## src/rtl/int_calc_pkg.sv

```systemverilog
// Shared opcodes, sequencer state encoding and default pipeline latencies for int_calc.
package int_calc_pkg;

  localparam logic [2:0] OP_ADD = 3'd0;
  localparam logic [2:0] OP_SUB = 3'd1;
  localparam logic [2:0] OP_MUL = 3'd2;
  localparam logic [2:0] OP_DIV = 3'd3;
  localparam logic [2:0] OP_MOD = 3'd4;

  localparam int MUL_LAT_DEF = 5;
  localparam int DIV_LAT_DEF = 36;

  typedef enum logic [1:0] {
    S_IDLE = 2'd0,
    S_WAIT = 2'd1,
    S_DONE = 2'd2
  } state_t;

endpackage

```

## src/rtl/int_res_sel.sv

```systemverilog
// Combinational result/flag select for one completed int_calc operation.
// Zero latency; no flow control of its own.
module int_res_sel
  import int_calc_pkg::*;
(
  input  logic [2:0]  op_i,
  input  logic        fault_i,
  input  logic [31:0] calc_a_lo_i,
  input  logic [31:0] int_add_i,
  input  logic [31:0] int_sub_i,
  input  logic [63:0] int_mul_i,
  input  logic [31:0] int_div_i,
  input  logic [31:0] int_mod_i,
  input  logic        add_co_i,
  input  logic        add_cy_i,
  input  logic        sub_co_i,
  input  logic        sub_cy_i,
  output logic [63:0] result_o,
  output logic        co_o,
  output logic        cy_o,
  output logic        err_o
);

  always_comb begin
    result_o = '0;
    co_o     = 1'b0;
    cy_o     = 1'b0;
    err_o    = 1'b0;
    case (op_i)
      OP_ADD: begin
        result_o = {32'b0, int_add_i};
        co_o     = add_co_i;
        cy_o     = add_cy_i;
      end
      OP_SUB: begin
        result_o = {32'b0, int_sub_i};
        co_o     = sub_co_i;
        cy_o     = sub_cy_i;
      end
      OP_MUL: result_o = int_mul_i;
      OP_DIV: begin
        // Saturated quotient when it cannot fit in 32 bits (incl. divide by zero)
        result_o = fault_i ? 64'h0000_0000_FFFF_FFFF : {32'b0, int_div_i};
        err_o    = fault_i;
      end
      OP_MOD: begin
        result_o = fault_i ? {32'b0, calc_a_lo_i} : {32'b0, int_mod_i};
        err_o    = fault_i;
      end
      default: err_o = 1'b1;
    endcase
  end

endmodule

```

## src/rtl/int_calc_seq.sv

```systemverilog
// Issue/collect sequencer for int_calc: one op in flight, result after the unit's LAT edges.
// in_ready only in IDLE; result held with out_valid until out_ready.
module int_calc_seq
  import int_calc_pkg::*;
#(
  parameter int MUL_LAT = MUL_LAT_DEF,
  parameter int DIV_LAT = DIV_LAT_DEF
) (
  input  logic        clk,
  input  logic        rst,
  input  logic        in_valid,
  output logic        in_ready,
  input  logic [2:0]  op,
  input  logic [63:0] a,
  input  logic [31:0] b,
  output logic [63:0] calc_A,
  output logic [31:0] calc_B,
  input  logic [31:0] int_add,
  input  logic [31:0] int_sub,
  input  logic [63:0] int_mul,
  input  logic [31:0] int_div,
  input  logic [31:0] int_mod,
  input  logic        addCo,
  input  logic        addCy,
  input  logic        subCo,
  input  logic        subCy,
  output logic        out_valid,
  input  logic        out_ready,
  output logic [63:0] result,
  output logic        co,
  output logic        cy,
  output logic        err
);

  localparam int LAT_MAX = (MUL_LAT > DIV_LAT) ? MUL_LAT : DIV_LAT;
  localparam int CNT_W   = (LAT_MAX > 1) ? $clog2(LAT_MAX) : 1;
  localparam logic [CNT_W-1:0] MUL_M1 = CNT_W'(MUL_LAT - 1);
  localparam logic [CNT_W-1:0] DIV_M1 = CNT_W'(DIV_LAT - 1);

  state_t             state_q, state_d;
  logic [2:0]         op_q, op_d;
  logic               fault_q, fault_d;
  logic [63:0]        calc_a_q, calc_a_d;
  logic [31:0]        calc_b_q, calc_b_d;
  logic [CNT_W-1:0]   cnt_q, cnt_d;
  logic [63:0]        result_q, result_d;
  logic               co_q, co_d, cy_q, cy_d, err_q, err_d;
  logic               out_valid_q, out_valid_d;

  logic               is_div, fault_now;
  logic [CNT_W-1:0]   lat_m1;
  logic [63:0]        sel_result;
  logic               sel_co, sel_cy, sel_err;

  // Fault is decided from the raw inputs so a faulted divide skips the long wait
  assign is_div    = (op == OP_DIV) || (op == OP_MOD);
  assign fault_now = is_div && (a[63:32] >= b);

  always_comb begin
    lat_m1 = '0;
    if (op == OP_MUL)
      lat_m1 = MUL_M1;
    else if (is_div && !fault_now)
      lat_m1 = DIV_M1;
  end

  int_res_sel u_res_sel (
    .op_i        (op_q),
    .fault_i     (fault_q),
    .calc_a_lo_i (calc_a_q[31:0]),
    .int_add_i   (int_add),
    .int_sub_i   (int_sub),
    .int_mul_i   (int_mul),
    .int_div_i   (int_div),
    .int_mod_i   (int_mod),
    .add_co_i    (addCo),
    .add_cy_i    (addCy),
    .sub_co_i    (subCo),
    .sub_cy_i    (subCy),
    .result_o    (sel_result),
    .co_o        (sel_co),
    .cy_o        (sel_cy),
    .err_o       (sel_err)
  );

  always_comb begin
    state_d     = state_q;
    op_d        = op_q;
    fault_d     = fault_q;
    calc_a_d    = calc_a_q;
    calc_b_d    = calc_b_q;
    cnt_d       = cnt_q;
    result_d    = result_q;
    co_d        = co_q;
    cy_d        = cy_q;
    err_d       = err_q;
    out_valid_d = out_valid_q;
    case (state_q)
      S_IDLE: begin
        if (in_valid) begin
          op_d     = op;
          fault_d  = fault_now;
          calc_a_d = a;
          calc_b_d = b;
          cnt_d    = lat_m1;
          state_d  = S_WAIT;
        end
      end
      S_WAIT: begin
        if (cnt_q != '0) begin
          cnt_d = cnt_q - CNT_W'(1);
        end else begin
          result_d    = sel_result;
          co_d        = sel_co;
          cy_d        = sel_cy;
          err_d       = sel_err;
          out_valid_d = 1'b1;
          state_d     = S_DONE;
        end
      end
      S_DONE: begin
        if (out_ready) begin
          out_valid_d = 1'b0;
          state_d     = S_IDLE;
        end
      end
      default: state_d = S_IDLE;
    endcase
  end

  always_ff @(posedge clk or posedge rst) begin
    if (rst) begin
      state_q     <= S_IDLE;
      op_q        <= OP_ADD;
      fault_q     <= 1'b0;
      calc_a_q    <= '0;
      calc_b_q    <= '0;
      cnt_q       <= '0;
      result_q    <= '0;
      co_q        <= 1'b0;
      cy_q        <= 1'b0;
      err_q       <= 1'b0;
      out_valid_q <= 1'b0;
    end else begin
      state_q     <= state_d;
      op_q        <= op_d;
      fault_q     <= fault_d;
      calc_a_q    <= calc_a_d;
      calc_b_q    <= calc_b_d;
      cnt_q       <= cnt_d;
      result_q    <= result_d;
      co_q        <= co_d;
      cy_q        <= cy_d;
      err_q       <= err_d;
      out_valid_q <= out_valid_d;
    end
  end

  assign in_ready  = (state_q == S_IDLE);
  assign calc_A    = calc_a_q;
  assign calc_B    = calc_b_q;
  assign out_valid = out_valid_q;
  assign result    = result_q;
  assign co        = co_q;
  assign cy        = cy_q;
  assign err       = err_q;

endmodule

```

## config.mk

```make
export PLATFORM = sky130hd
export DESIGN_NAME = int_calc_seq
export DESIGN_NICKNAME = d
export VERILOG_FILES = /design/src/rtl/int_calc_pkg.sv /design/src/rtl/int_res_sel.sv /design/src/rtl/int_calc_seq.sv
export SDC_FILE = /design/constraint.sdc
export NUM_CORES = 1
export LEC_CHECK = 0
export ABC_AREA = 1
export BUFFER_PORTS_ARGS = -buffer_cell sky130_fd_sc_hd__buf_2
export CAP_MARGIN = 10
export CORE_AREA = 2 2 178 180
export CTS_CLUSTER_DIAMETER = 120
export DETAILED_ROUTE_END_ITERATION = 8
export DIE_AREA = 0 0 180 182
export GPL_TIMING_DRIVEN = 0
export MAX_ROUTING_LAYER = met4
export SLEW_MARGIN = 20
export SYNTH_ARGS = -nofsm -noshare
export SYNTH_HDL_FRONTEND = slang
export SYNTH_SLANG_ARGS = --single-unit
```

## constraint.sdc

```tcl
create_clock -name clk -period 7.9 [get_ports clk]
set_input_delay 1.58 -clock clk [delete_from_list [all_inputs] [get_ports clk]]
set_output_delay 1.58 -clock clk [all_outputs]
set_load 0.02 [all_outputs]
```

==> run_results.csv <==
group,metric,value,unit
logic_synthesis,synth_cell_type_count,33,
floorplanning,die_area,0.03276,mm²
flow_run,maxCapViolations,0,
detailed_routing,ant_nets,0,
clock_tree,cts_sinks,176,
critical_path,worstSetupStartpoint,"state_q[1]$_DFFE_PP0P_",
detailed_routing,post_drt_wl_per_cell,18.61,µm
logic_synthesis,ys_ff_latch,176,
timing,setup_tns,0,ns
logic_synthesis,synth.avg_cell_area,7.908,µm²
worst_hold_path,worstHoldStart,"result[13]$_DFFE_PP0P_",
finish,fillers,3272,
clock_tree,cts_tree,"built",
detailed_routing,met2_length,18340,µm
grt,grt_pass1_wl,57900,µm
clock_tree,cts_buffers,17,
floorplanning,core-area,0.03099,mm²
clock_tree,htreeDepth,4,
placed_design,place.port_buffers,463,
timing,setup_viol,0,
timing,fin_crit,2.772,ns
critical_path,cp.required,6.32,ns
logic_synthesis,syn_nets,1488,
critical_path,crit_type,"reg -> out",
critical_path,cpMaxStageDelayCell,"dfrtp_1",
grt,grt_max_degree,92,
placed_design,gp_congestion,0.9534,
logic_synthesis,async_flop_share,100.0,%
finish,final_core_util,40.69,%
critical_path,path_buf_inv,1,
critical_path,cp_slowest_stage_delay,0.44,ns
timing,maxSlewViolCount,0,
detailed_routing,top_layer,"met4",
detailed_routing,drc,0,
logic_synthesis,ys.flop_type,"dfrtp_1",
pwr,leakage,0.007313,µW
floorplanning,initial_core_util,29.48,%
detailed_routing,vias,9643,
timing,finalCritPeriodShare,35.09,%
worst_hold_path,hold_path_class,"reg -> reg",
finish,stdcell_area,0.01261,mm²
finish,area_growth,38.03,%
worst_hold_path,min_to,"result[13]$_DFFE_PP0P_",
grt,grt_overflow_total,0,
timing,rsz0062_at_grt,"no",
logic_synthesis,syn_area,0.009134,mm²
clock_tree,cts_setup_buffers,0,
timing,fmax,360.8,MHz
critical_path,path_delay_family,"flip-flops",
critical_path,rrSetupSlack,6.06,ns
logic_synthesis,synth_edf_count,0,
logic_synthesis,yosysSeqAreaShare,48.22,%
clock_tree,clk_latency,0.42,ns
pwr,p_per_area,399.5,mW/mm²
critical_path,start_kind,"register",
floorplanning,std_cell_rows,65,
grt,grt_use_total,23.88,%
clock_tree,cts_hold_buf,0,
logic_synthesis,syn_inst,1155,
critical_path,r2r_start,"cnt_q[0]$_DFFE_PP0P_",
clock_tree,post_cts_resized,0,
timing,holdWs,0.4771,ns
clock_tree,cts_max_path_buffers,2,
worst_hold_path,min_path_cells,2,
critical_path,cp_max_fo,4,
detailed_routing,wl_met3,2693,µm
detailed_routing,met1_length,16750,µm
floorplanning,pin_count,464,
pwr,totalPowerFinal,5037,µW
grt,grt_pass1_vias,9550,
finish,multi_input_area,0.004148,mm²
detailed_routing,drt-vias-per-instance,4.688,
floorplanning,die_y,182,µm
logic_synthesis,yosysWarnings,0,
timing,clock_skew,0.01543,ns
clock_tree,root_buffer,"clkbuf_16",
critical_path,rr_endpoint,"result[11]$_DFFE_PP0P_",
critical_path,end_kind,"output port",
placed_design,dp_hpwl,30450,µm
timing,tightest_slew,0.6521,ns
critical_path,crit_chain,"nor2_2 > buf_2",
critical_path,arrival,1.19,ns
placed_design,postPlaceCellArea,0.01199,mm²
floorplanning,die_w,180,µm
detailed_routing,drt_iter0_drc,562,
critical_path,ff2ff_path_depth,8,
clock_tree,path_clk_slew,0.07,ns
outcome,outcome,"completed",
detailed_routing,routed_wl,38290,µm
finish,drive_gt1_share,35.86,%
detailed_routing,drt_first_pass_iters,5,
finish,seq_area,0.004404,mm²
timing,relSlewSlack,56.53,%
pwr,ir_worst_vdd,0.0001661,V
timing,hold_violations,0,
grt,antenna_found_initial,4,
finish,nNetsFinal,1971,
## cell usage in the layout, fill, tap and decap left out, types with 8 or more instances in the layout
| cell type | n |
|---|---|
| inv_1 | 54 |
| dfrtp_1 | 176 |
| clkbuf_16 | 17 |
| nor2_1 | 28 |
| clkbuf_1 | 15 |
| o21ai_0 | 48 |
| buf_2 | 494 |
| nand3_1 | 68 |
| inv_2 | 10 |
| buf_4 | 8 |
| nand2_1 | 526 |
| a22o_1 | 14 |
| ha_1 | 34 |
| o21ai_1 | 59 |
| mux2_2 | 28 |
| a21oi_1 | 20 |
## area by class of cell
cell class	instances	share of cell area (%)
flip-flops and latches	176	34.93
multi-input cells	853	32.90
repair buffers	464	18.60
well taps	402	3.990
clock buffers	18	3.484
plain buffers	61	2.680
inverters	65	1.995
clock inverters	14	1.340
diodes	4	0.07940
## worst register-to-register path: cells and delay by family, from the launching register on
family                   cells  cell delay, ns
buffers and inverters        3            0.65
AND/OR/NAND/NOR              3            0.42
adder cells (fa/ha/maj)      1            0.17
flip-flops                   1            0.38
AO/OA/AOI/OAI                1            0.15
## where the power goes
group / switching [µW] / internal, µW
Sequential: 289 / 1330
Combinational: 1720 / 817
Clock: 447 / 438
Total: 2450 / 2580
## synth_stat cells (2+ instances only)
master / count / share of area [%]
nand2_1: 526 / 22
dfrtp_1: 176 / 48
nand3_1: 68 / 3.7
o21ai_1: 59 / 3.2
inv_1: 55 / 2.3
o21ai_0: 48 / 2.6
ha_1: 34 / 4.7
buf_2: 31 / 1.7
mux2_2: 28 / 3.5
nor2_1: 28 / 1.2
a21oi_1: 20 / 1.1
clkbuf_1: 15 / 0.62
a22o_1: 14 / 1.3
inv_2: 10 / 0.41
buf_4: 8 / 0.66
buf_6: 5 / 0.62
nand4_1: 5 / 0.34
a21o_1: 2 / 0.16
a31oi_1: 2 / 0.14
clkbuf_2: 2 / 0.11
nand2_2: 2 / 0.14
nor2_2: 2 / 0.14
nor3_4: 2 / 0.36
o21a_1: 2 / 0.16
o21ai_2: 2 / 0.19
xor2_1: 2 / 0.19
## sequential cells by signal, indices dropped and copies added, names as in the netlist
name       flops
calc_A        64
calc_B        32
cnt_q          6
co             1
cy             1
err            1
fault_q        1
op_q           3
out_valid      1
result        64
state_q        2
## layer usage
| layer | global-route usage [%] | up-vias |
|---|---|---|
| met1 | 30.50 | 4541 |
| met3 | 5.094 | 26 |
| met2 | 39.08 | 386 |
| met4 | 5.073 | 0 |
| li1 | - | 4690 |
| met5 | - | - |
## metrics by stage
step	setup WS, ns	cells
after detailed placement	4.838	2021
after CTS	5.087	2053
after global placement	-1.033	2020
after floorplan	1.546	1155
after global routing	5.052	2057
final	5.128	2057
## how the worst max path moves through the flow
| stage | to | slack [ns] | cells past startpoint |
|---|---|---|---|
| 2_1_floorplan | calc_A[0]$_DFFE_PP0P_ | 1.55 | 1 |
| 3_3_place_gp | calc_A[41]$_DFFE_PP0P_ | -1.03 | 2 |
| 3_5_place_dp | cnt_q[0]$_DFFE_PP0P_ | 4.84 | 11 |
| 4_1_cts | in_ready | 5.09 | 2 |
| 5_1_grt | in_ready | 5.05 | 2 |
| 6_report | in_ready | 5.13 | 2 |
## logic make-up after synthesis
logic type / Yosys count / share of synthesized area (%)
AOI/OAI and AO/OA: 153 / 9.288
buffers and inverters: 126 / 6.370
DFF: 176 / 48.22
muxes: 28 / 3.452
adders and majority gates: 34 / 4.658
and+or+nand+nor: 635 / 27.73
xor gates and xnor gates: 3 / 0.2877
Power figures use the tool's default switching activity.
